`config.mk`:
```
export PLATFORM = sky130hd
export DESIGN_NAME = mgr_stu_upstream_arb_flat
export DESIGN_NICKNAME = d
export VERILOG_FILES = /design/src/rtl/mgr_stu_upstream_arb_pkg.sv /design/src/rtl/mgr_stu_upstream_arb_if.sv /design/src/rtl/mgr_stu_upstream_arb_skid_buf.sv /design/src/rtl/mgr_stu_upstream_arb.sv /design/src/flat_wrapper.sv
export SDC_FILE = /design/constraint.sdc
export NUM_CORES = 1
export LEC_CHECK = 0
export BUFFER_PORTS_ARGS = -buffer_cell sky130_fd_sc_hd__buf_2
export CAP_MARGIN = 20
export CORE_AREA = 2 2 205 207
export CTS_CLUSTER_DIAMETER = 40
export CTS_CLUSTER_SIZE = 10
export DETAILED_ROUTE_END_ITERATION = 16
export DIE_AREA = 0 0 207 209
export PLACE_DENSITY = 0.6
export SYNTH_ARGS = -nofsm -noshare
export SYNTH_HDL_FRONTEND = slang
export SYNTH_SLANG_ARGS = --single-unit
```
`constraint.sdc`:
```
create_clock -name clk -period 3.33 [get_ports clk]
set_input_delay 0.4995 -clock clk [delete_from_list [all_inputs] [get_ports clk]]
set_output_delay 0.4995 -clock clk [all_outputs]
set_load 0.01 [all_outputs]
```
`src/rtl/mgr_stu_upstream_arb_pkg.sv`:
```
// mgr_stu_upstream_arb_pkg: shared cntl/state encodings and default widths for the upstream stack-bus arbiter
package mgr_stu_upstream_arb_pkg;
  localparam int DEF_NUM_CH = 4;
  localparam int DEF_DATA_W = 64;
  localparam int DEF_OOB_W  = 32;
  localparam int DEF_TYPE_W = 2;
  localparam int DEF_CNT_W  = 16;
  typedef enum logic [1:0] {MOM = 2'b00, SOM = 2'b01, EOM = 2'b10, SOM_EOM = 2'b11} cntl_e;
  typedef enum logic {IDLE = 1'b0, LOCKED = 1'b1} state_e;
endpackage

```
`src/rtl/mgr_stu_upstream_arb_if.sv`:
```
// mgr_stu_upstream_arb_if: per-channel upstream beats in, merged stack-bus beats out
//   ch__arb__valid/cntl/type/data/oob_data : NUM_CH packed source channels
//   arb__ch__ready                         : per-channel accept
//   mgr__stu__valid/cntl/type/data/oob_data: merged stack-bus beat
//   stu__mgr__ready                        : stack-bus accept
//   master = arbiter side, slave = sources + stack-bus sink
interface mgr_stu_upstream_arb_if import mgr_stu_upstream_arb_pkg::*; #(
  parameter int NUM_CH = DEF_NUM_CH,
  parameter int DATA_W = DEF_DATA_W,
  parameter int OOB_W  = DEF_OOB_W,
  parameter int TYPE_W = DEF_TYPE_W
) ();
  logic [NUM_CH-1:0]        ch__arb__valid;
  logic [NUM_CH*2-1:0]      ch__arb__cntl;
  logic [NUM_CH*TYPE_W-1:0] ch__arb__type;
  logic [NUM_CH*DATA_W-1:0] ch__arb__data;
  logic [NUM_CH*OOB_W-1:0]  ch__arb__oob_data;
  logic [NUM_CH-1:0]        arb__ch__ready;
  logic                     mgr__stu__valid;
  logic [1:0]               mgr__stu__cntl;
  logic [TYPE_W-1:0]        mgr__stu__type;
  logic [DATA_W-1:0]        mgr__stu__data;
  logic [OOB_W-1:0]         mgr__stu__oob_data;
  logic                     stu__mgr__ready;
  modport master (
    input  ch__arb__valid, ch__arb__cntl, ch__arb__type, ch__arb__data, ch__arb__oob_data, stu__mgr__ready,
    output arb__ch__ready, mgr__stu__valid, mgr__stu__cntl, mgr__stu__type, mgr__stu__data, mgr__stu__oob_data
  );
  modport slave (
    output ch__arb__valid, ch__arb__cntl, ch__arb__type, ch__arb__data, ch__arb__oob_data, stu__mgr__ready,
    input  arb__ch__ready, mgr__stu__valid, mgr__stu__cntl, mgr__stu__type, mgr__stu__data, mgr__stu__oob_data
  );
endinterface

```
`src/rtl/mgr_stu_upstream_arb_skid_buf.sv`:
```
// mgr_stu_upstream_arb_skid_buf: 2-entry valid/ready register slice with registered head
//   clk, rst          : clock, sync active-high reset
//   i_valid/o_ready   : push side, o_ready = fewer than 2 entries held
//   i_data            : pushed word
//   o_valid/i_ready   : pop side, o_valid = non-empty
//   o_data            : head word, stable while o_valid & !i_ready
module mgr_stu_upstream_arb_skid_buf #(
  parameter int W = 8
) (
  input  logic         clk,
  input  logic         rst,
  input  logic         i_valid,
  output logic         o_ready,
  input  logic [W-1:0] i_data,
  output logic         o_valid,
  input  logic         i_ready,
  output logic [W-1:0] o_data
);
  logic [1:0]   r_cnt;
  logic [W-1:0] r_d0, r_d1;
  logic         w_push, w_pop;
  assign o_ready = ~r_cnt[1];
  assign o_valid = |r_cnt;
  assign o_data  = r_d0;
  assign w_push  = i_valid & o_ready;
  assign w_pop   = o_valid & i_ready;
  // push+pop only happens at one entry, so the new word goes straight to the head
  always_ff @(posedge clk)
    if (rst) begin
      r_cnt <= '0;
      r_d0  <= '0;
      r_d1  <= '0;
    end else begin
      r_cnt <= r_cnt + {1'b0, w_push} - {1'b0, w_pop};
      if (w_push && (r_cnt == 2'd0 || w_pop)) r_d0 <= i_data;
      else if (w_pop) r_d0 <= r_d1;
      if (w_push && r_cnt == 2'd1 && !w_pop) r_d1 <= i_data;
    end
endmodule

```
`src/rtl/mgr_stu_upstream_arb.sv`:
```
// mgr_stu_upstream_arb: round-robin, message-locked merge of NUM_CH upstream channels onto the stack bus
//   clk, reset_poweron : clock, sync active-high reset
//   stk                : channel inputs / stack-bus outputs (master modport)
//   arb__sys__protErr  : sticky per-channel protocol error
//   arb__sys__busy     : message locked or beats buffered
//   arb__sys__pktCount : EOM/SOM_EOM beats delivered, wrapping
module mgr_stu_upstream_arb import mgr_stu_upstream_arb_pkg::*; #(
  parameter int NUM_CH = DEF_NUM_CH,
  parameter int DATA_W = DEF_DATA_W,
  parameter int OOB_W  = DEF_OOB_W,
  parameter int TYPE_W = DEF_TYPE_W,
  parameter int CNT_W  = DEF_CNT_W
) (
  input  logic                    clk,
  input  logic                    reset_poweron,
  mgr_stu_upstream_arb_if.master  stk,
  output logic [NUM_CH-1:0]       arb__sys__protErr,
  output logic                    arb__sys__busy,
  output logic [CNT_W-1:0]        arb__sys__pktCount
);
  localparam int PW = $clog2(NUM_CH);
  localparam int W  = 2 + TYPE_W + DATA_W + OOB_W;
  localparam logic [PW:0]   NCH  = (PW+1)'(NUM_CH);
  localparam logic [PW-1:0] LAST = PW'(NUM_CH - 1);
  state_e            r_state, w_state_nxt;
  logic [PW-1:0]     r_ptr, r_lock, w_grant, w_sel;
  logic [PW:0]       w_sum;
  logic              w_found, w_sv, w_can, w_acc, w_push, w_err, w_pop;
  logic [1:0]        w_cntl;
  logic [W-1:0]      w_din, w_dout;
  logic [NUM_CH-1:0] r_err;
  logic [CNT_W-1:0]  r_cnt;
  // first valid channel at or after r_ptr, wrapping modulo NUM_CH
  always_comb begin
    w_found = 1'b0;
    w_grant = r_ptr;
    w_sum   = '0;
    for (int k = 0; k < NUM_CH; k++) begin
      w_sum = {1'b0, r_ptr} + (PW+1)'(k);
      w_sum = (w_sum >= NCH) ? w_sum - NCH : w_sum;
      if (!w_found && stk.ch__arb__valid[w_sum[PW-1:0]]) begin
        w_grant = w_sum[PW-1:0];
        w_found = 1'b1;
      end
    end
  end
  assign w_sel  = (r_state == LOCKED) ? r_lock : w_grant;
  assign w_sv   = stk.ch__arb__valid[w_sel];
  assign w_cntl = stk.ch__arb__cntl[int'(w_sel)*2 +: 2];
  assign w_acc  = w_sv & w_can & ~reset_poweron;
  assign w_din  = {w_cntl, stk.ch__arb__type[int'(w_sel)*TYPE_W +: TYPE_W],
                   stk.ch__arb__data[int'(w_sel)*DATA_W +: DATA_W], stk.ch__arb__oob_data[int'(w_sel)*OOB_W +: OOB_W]};
  always_ff @(posedge clk)
    if (reset_poweron) begin
      r_state <= IDLE;
      r_ptr   <= '0;
      r_lock  <= '0;
      r_err   <= '0;
      r_cnt   <= '0;
    end else begin
      r_state <= w_state_nxt;
      if (r_state == IDLE) r_lock <= w_grant;
      if (w_acc && w_state_nxt == IDLE) r_ptr <= (w_sel == LAST) ? '0 : w_sel + 1'b1;
      r_err <= r_err | ({{(NUM_CH-1){1'b0}}, w_err} << w_sel);
      if (w_pop && w_dout[W-1]) r_cnt <= r_cnt + 1'b1;
    end
  always_comb begin
    w_state_nxt = !w_acc ? r_state
                : (r_state == IDLE) ? ((w_cntl == SOM) ? LOCKED : IDLE)
                : ((w_cntl == EOM) ? IDLE : LOCKED);
  end
  // cntl[0] marks a start beat: a start inside a message or a non-start outside one is an error;
  // only non-start beats in IDLE are dropped
  always_comb begin
    stk.arb__ch__ready = {{(NUM_CH-1){1'b0}}, w_can & ~reset_poweron} << w_sel;
    w_push = w_acc & ~((r_state == IDLE) & ~w_cntl[0]);
    w_err  = w_acc & (w_cntl[0] == (r_state == LOCKED));
  end
  mgr_stu_upstream_arb_skid_buf #(.W(W)) u_skid (
    .clk     (clk),
    .rst     (reset_poweron),
    .i_valid (w_push),
    .o_ready (w_can),
    .i_data  (w_din),
    .o_valid (stk.mgr__stu__valid),
    .i_ready (stk.stu__mgr__ready),
    .o_data  (w_dout)
  );
  assign w_pop = stk.mgr__stu__valid & stk.stu__mgr__ready;
  assign {stk.mgr__stu__cntl, stk.mgr__stu__type, stk.mgr__stu__data, stk.mgr__stu__oob_data} = w_dout;
  assign arb__sys__protErr  = r_err;
  assign arb__sys__busy     = (r_state == LOCKED) | stk.mgr__stu__valid;
  assign arb__sys__pktCount = r_cnt;
endmodule
```
`src/flat_wrapper.sv`:
```
// flat-port wrapper written by rule: the top's interface ports become plain ports
module mgr_stu_upstream_arb_flat import mgr_stu_upstream_arb_pkg::*;
#(
  parameter int NUM_CH = DEF_NUM_CH,
  parameter int DATA_W = DEF_DATA_W,
  parameter int OOB_W  = DEF_OOB_W,
  parameter int TYPE_W = DEF_TYPE_W,
  parameter int CNT_W  = DEF_CNT_W
)
  (clk, reset_poweron, arb__sys__protErr, arb__sys__busy, arb__sys__pktCount, stk_ch__arb__valid, stk_ch__arb__cntl, stk_ch__arb__type, stk_ch__arb__data, stk_ch__arb__oob_data, stk_stu__mgr__ready, stk_arb__ch__ready, stk_mgr__stu__valid, stk_mgr__stu__cntl, stk_mgr__stu__type, stk_mgr__stu__data, stk_mgr__stu__oob_data);
  mgr_stu_upstream_arb_if #(.NUM_CH(NUM_CH), .DATA_W(DATA_W), .OOB_W(OOB_W), .TYPE_W(TYPE_W)) stk_i ();
  input  logic clk;
  input  logic reset_poweron;
  output logic [NUM_CH-1:0] arb__sys__protErr;
  output logic arb__sys__busy;
  output logic [CNT_W-1:0] arb__sys__pktCount;
  input wire logic [$bits(stk_i.ch__arb__valid)-1:0] stk_ch__arb__valid;
  input wire logic [$bits(stk_i.ch__arb__cntl)-1:0] stk_ch__arb__cntl;
  input wire logic [$bits(stk_i.ch__arb__type)-1:0] stk_ch__arb__type;
  input wire logic [$bits(stk_i.ch__arb__data)-1:0] stk_ch__arb__data;
  input wire logic [$bits(stk_i.ch__arb__oob_data)-1:0] stk_ch__arb__oob_data;
  input wire logic [$bits(stk_i.stu__mgr__ready)-1:0] stk_stu__mgr__ready;
  output wire logic [$bits(stk_i.arb__ch__ready)-1:0] stk_arb__ch__ready;
  output wire logic [$bits(stk_i.mgr__stu__valid)-1:0] stk_mgr__stu__valid;
  output wire logic [$bits(stk_i.mgr__stu__cntl)-1:0] stk_mgr__stu__cntl;
  output wire logic [$bits(stk_i.mgr__stu__type)-1:0] stk_mgr__stu__type;
  output wire logic [$bits(stk_i.mgr__stu__data)-1:0] stk_mgr__stu__data;
  output wire logic [$bits(stk_i.mgr__stu__oob_data)-1:0] stk_mgr__stu__oob_data;
  assign stk_i.ch__arb__valid = stk_ch__arb__valid;
  assign stk_i.ch__arb__cntl = stk_ch__arb__cntl;
  assign stk_i.ch__arb__type = stk_ch__arb__type;
  assign stk_i.ch__arb__data = stk_ch__arb__data;
  assign stk_i.ch__arb__oob_data = stk_ch__arb__oob_data;
  assign stk_i.stu__mgr__ready = stk_stu__mgr__ready;
  assign stk_arb__ch__ready = stk_i.arb__ch__ready;
  assign stk_mgr__stu__valid = stk_i.mgr__stu__valid;
  assign stk_mgr__stu__cntl = stk_i.mgr__stu__cntl;
  assign stk_mgr__stu__type = stk_i.mgr__stu__type;
  assign stk_mgr__stu__data = stk_i.mgr__stu__data;
  assign stk_mgr__stu__oob_data = stk_i.mgr__stu__oob_data;
  mgr_stu_upstream_arb #(.NUM_CH(NUM_CH), .DATA_W(DATA_W), .OOB_W(OOB_W), .TYPE_W(TYPE_W), .CNT_W(CNT_W)) u_core (.clk(clk), .reset_poweron(reset_poweron), .stk(stk_i), .arb__sys__protErr(arb__sys__protErr), .arb__sys__busy(arb__sys__busy), .arb__sys__pktCount(arb__sys__pktCount));
endmodule
```
==> flow_summary.toml <==
[drt]
drc = 0
via_count = 13900
dr.pass1.iters = 5
drt_iter0_markers = 717
detail-route-antenna-nets = 0
drt_wl_total_mm = 47.7
routedWlPerCell_um = 17.7
viasPerCell = 5.15

[timing]
setup_viol = 0
period_minus_slack_ns = 3.16
worst_pin_slew_ns = 1.11
slew_headroom_pct = 25.9
final_max_slew_viol_count = 0
finClkSkew_ns = 0.0266
finalCritPeriodShare_pct = 94.9
fmax_mhz = 316
rsz0062_at_grt = "no"
setup_tns_ns = 0
hold_viol = 0

[yosys]
ys_warn_count = 0
ys_seq_elements = 227
netlist_instances = 1624
syn_area_um2 = 14400
syn_avg_cell_area_um2 = 8.85
synth_nets = 2035
synth-main-ff-cell = "dfxtp_1"
synth_edf_count = 0
synth-seq-area-share_pct = 31.6
async_flop_share_pct = 0
synth_cell_types = 48

[clock_tree]
cts_buffers = 41
clockBufferDepth = 3
clock_latency_ns = 0.53
post-cts-setup-buffers = 0
cts.sinks = 227
cts_tree = "yes"
cts-root-buf = "clkbuf_16"
cts_max_level = 2
path_clk_slew_ns = 0.05

[power_and_ir_drop]
leakage_nw = 8.91
p_per_area_nw_per_um2 = 935
ir_worst_vdd_mv = 0.552

[die]
die_w_um = 207
start_util_pct = 34.8
ios = 533
design.core.area_um2 = 41300
die_y_um = 209
row_count = 75
dieArea_um2 = 43300

[placed_design]
dp.final_hpwl_mm = 33.9
placement.io_buffers = 532
place_congestion = 0.892

[critical_path]
start_kind = "flip-flop"
cp.required_ns = 2.83
slowest_delay_ns = 0.57
cp_top_family = "buffers and inverters"
critical_path.slowest_cell = "or4b_1"
crit_buf_inv = 4
crit_fanout = 44
end_kind = "output pin"
path_cells = "or4b_1 > a211oi_2 > o41ai_2 > buf_4 > inv_6 > buf_12 > nor3_1 > buf_2"
critPathKind = "flip-flop to output pin"
arrival_ns = 2.66

[layout]
syn2layout_area_growth_pct = 34.2
fillers = 3996
final_common_cell = "buf_2"
ff_latch_area_um2 = 4550
layout_common_cells = "buf_2, mux2i_1, nand2_1, dfxtp_1, a21oi_1"
multi_input_area_um2 = 9100
final_core_util_pct = 46.7
drive_gt1_share_pct = 36.4
fin_nets = 2529

[global_route]
track_usage_pct = 21.0
grt_max_degree = 80
grt_overflow_total = 0
grt_first_pass_wirelength_mm = 74.1
grt_pass1_vias = 13900
grt_antenna_before_repair = 3

[worst_hold_path]
hp-class = "input port to flip-flop"

[status]
status = "complete, no violations"

[job]
drv_cap = 0
## cell families (layout without fill, tap and decap cells)
logic type                 Yosys count  after routing  share of synthesized area, %
adders and majority gates            5              5                         0.418
AOI/OAI and AO/OA                  323            323                          18.2
DFF                                227            227                          31.6
muxes                              399            399                          27.9
xor gates and xnor gates            17             17                          1.04
and+or+nand+nor                    493            493                          15.4
buffers and inverters              160            687                          5.41
other                                0              2                             0
## per-layer routing
| layer | global-route usage (%) | routed length (um) |
|---|---|---|
| met1 | 25.0 | 20000 |
| met2 | 37.7 | 23600 |
| met3 | 4.52 | 2930 |
| met4 | 6.33 | 1180 |
| met5 | 0 | 13 |
## metrics by stage
stage	area, um^2	total power, W	cells	setup slack, ns	hold WS [ns]
after floorplan	14400	0.0107	1624	0.0122	0.431
after global placement	17800	0.0136	2614	0.0911	0.436
after detailed placement	17800	0.0138	2614	0.00669	0.441
after CTS	19300	0.0182	2690	0.0719	0.226
after global routing	19300	0.0191	2691	0.0511	0.238
final	19300	0.0180	2692	0.169	0.245
## what timing repair did
item | CTS | global route
hold buffers | 0 | 0
hold endpoints to repair | 0 | 0
setup endpoints to repair | 0 | 11
resized for setup | 0 | 1
## state kept, by name, summed over array words and instances (netlist names)
name                       count
u_core.u_skid.o_data         100
u_core.arb__sys__pktCount     16
u_core.r_state                 1
u_core.arb__sys__protErr       4
u_core.u_skid.r_cnt            2
u_core.u_skid.r_d1           100
u_core.r_ptr                   2
u_core.r_lock                  2
## power by group
part	switching, W	leakage, nW	internal, W	total [W]
Sequential	0.000351	1.84	0.00339	0.00374
Combinational	0.00556	6.35	0.00434	0.00990
Clock	0.00145	0.715	0.00293	0.00438
## worst paths after layout
path	slack (ns)	depth (start not counted)	start	to
worst max-delay path	0.17	8	u_core.r_ptr[0]	stk_arb__ch__ready[3]
worst min register to register	0.45	2	u_core.u_skid.r_d1[29]	u_core.u_skid.r_d1[29]
worst min-delay path	0.24	2	reset_poweron	u_core.u_skid.r_d1[45]
worst max register to register	0.23	12	u_core.r_ptr[0]	u_core.u_skid.o_data[72]
## cells in the mapped netlist (2+ instances only)
master	number	area, um^2
a211oi_1	10	75.1
a21oi_1	108	541
a221oi_2	89	1340
a31oi_1	7	43.8
a32o_1	4	40.0
and2_1	3	18.8
and3_1	8	50.1
and4_1	3	26.3
buf_1	3	11.3
buf_2	45	225
buf_4	12	90.1
buf_6	10	113
clkbuf_1	80	300
dfxtp_1	227	4540
ha_1	4	50.1
inv_1	8	30.0
inv_2	2	7.51
mux2_2	2	22.5
mux2i_1	395	3950
nand2_1	310	1160
nand2b_1	93	582
nand3_1	14	70.1
nand4_1	8	50.1
nor2_1	35	131
nor3_1	8	40.0
nor3b_1	2	15.0
o211ai_1	4	30.0
o21ai_0	86	430
o21ai_1	7	35.0
o31ai_1	3	22.5
or2_2	2	12.5
xnor2_1	3	26.3
xor2_1	14	123
## area by class of cell
cell class                      instances  share of cell area [%]
Multi-Input combinational cell       1237                    47.2
Sequential cell                       227                    23.6
Timing Repair Buffer                  601                    17.8
Clock buffer                           56                    6.25
Tap cell                              539                    3.50
Clock inverter                         20                    1.36
Inverter                               10                   0.240
Antenna cell                            2                  0.0260
(Power assumes the default switching activity.)
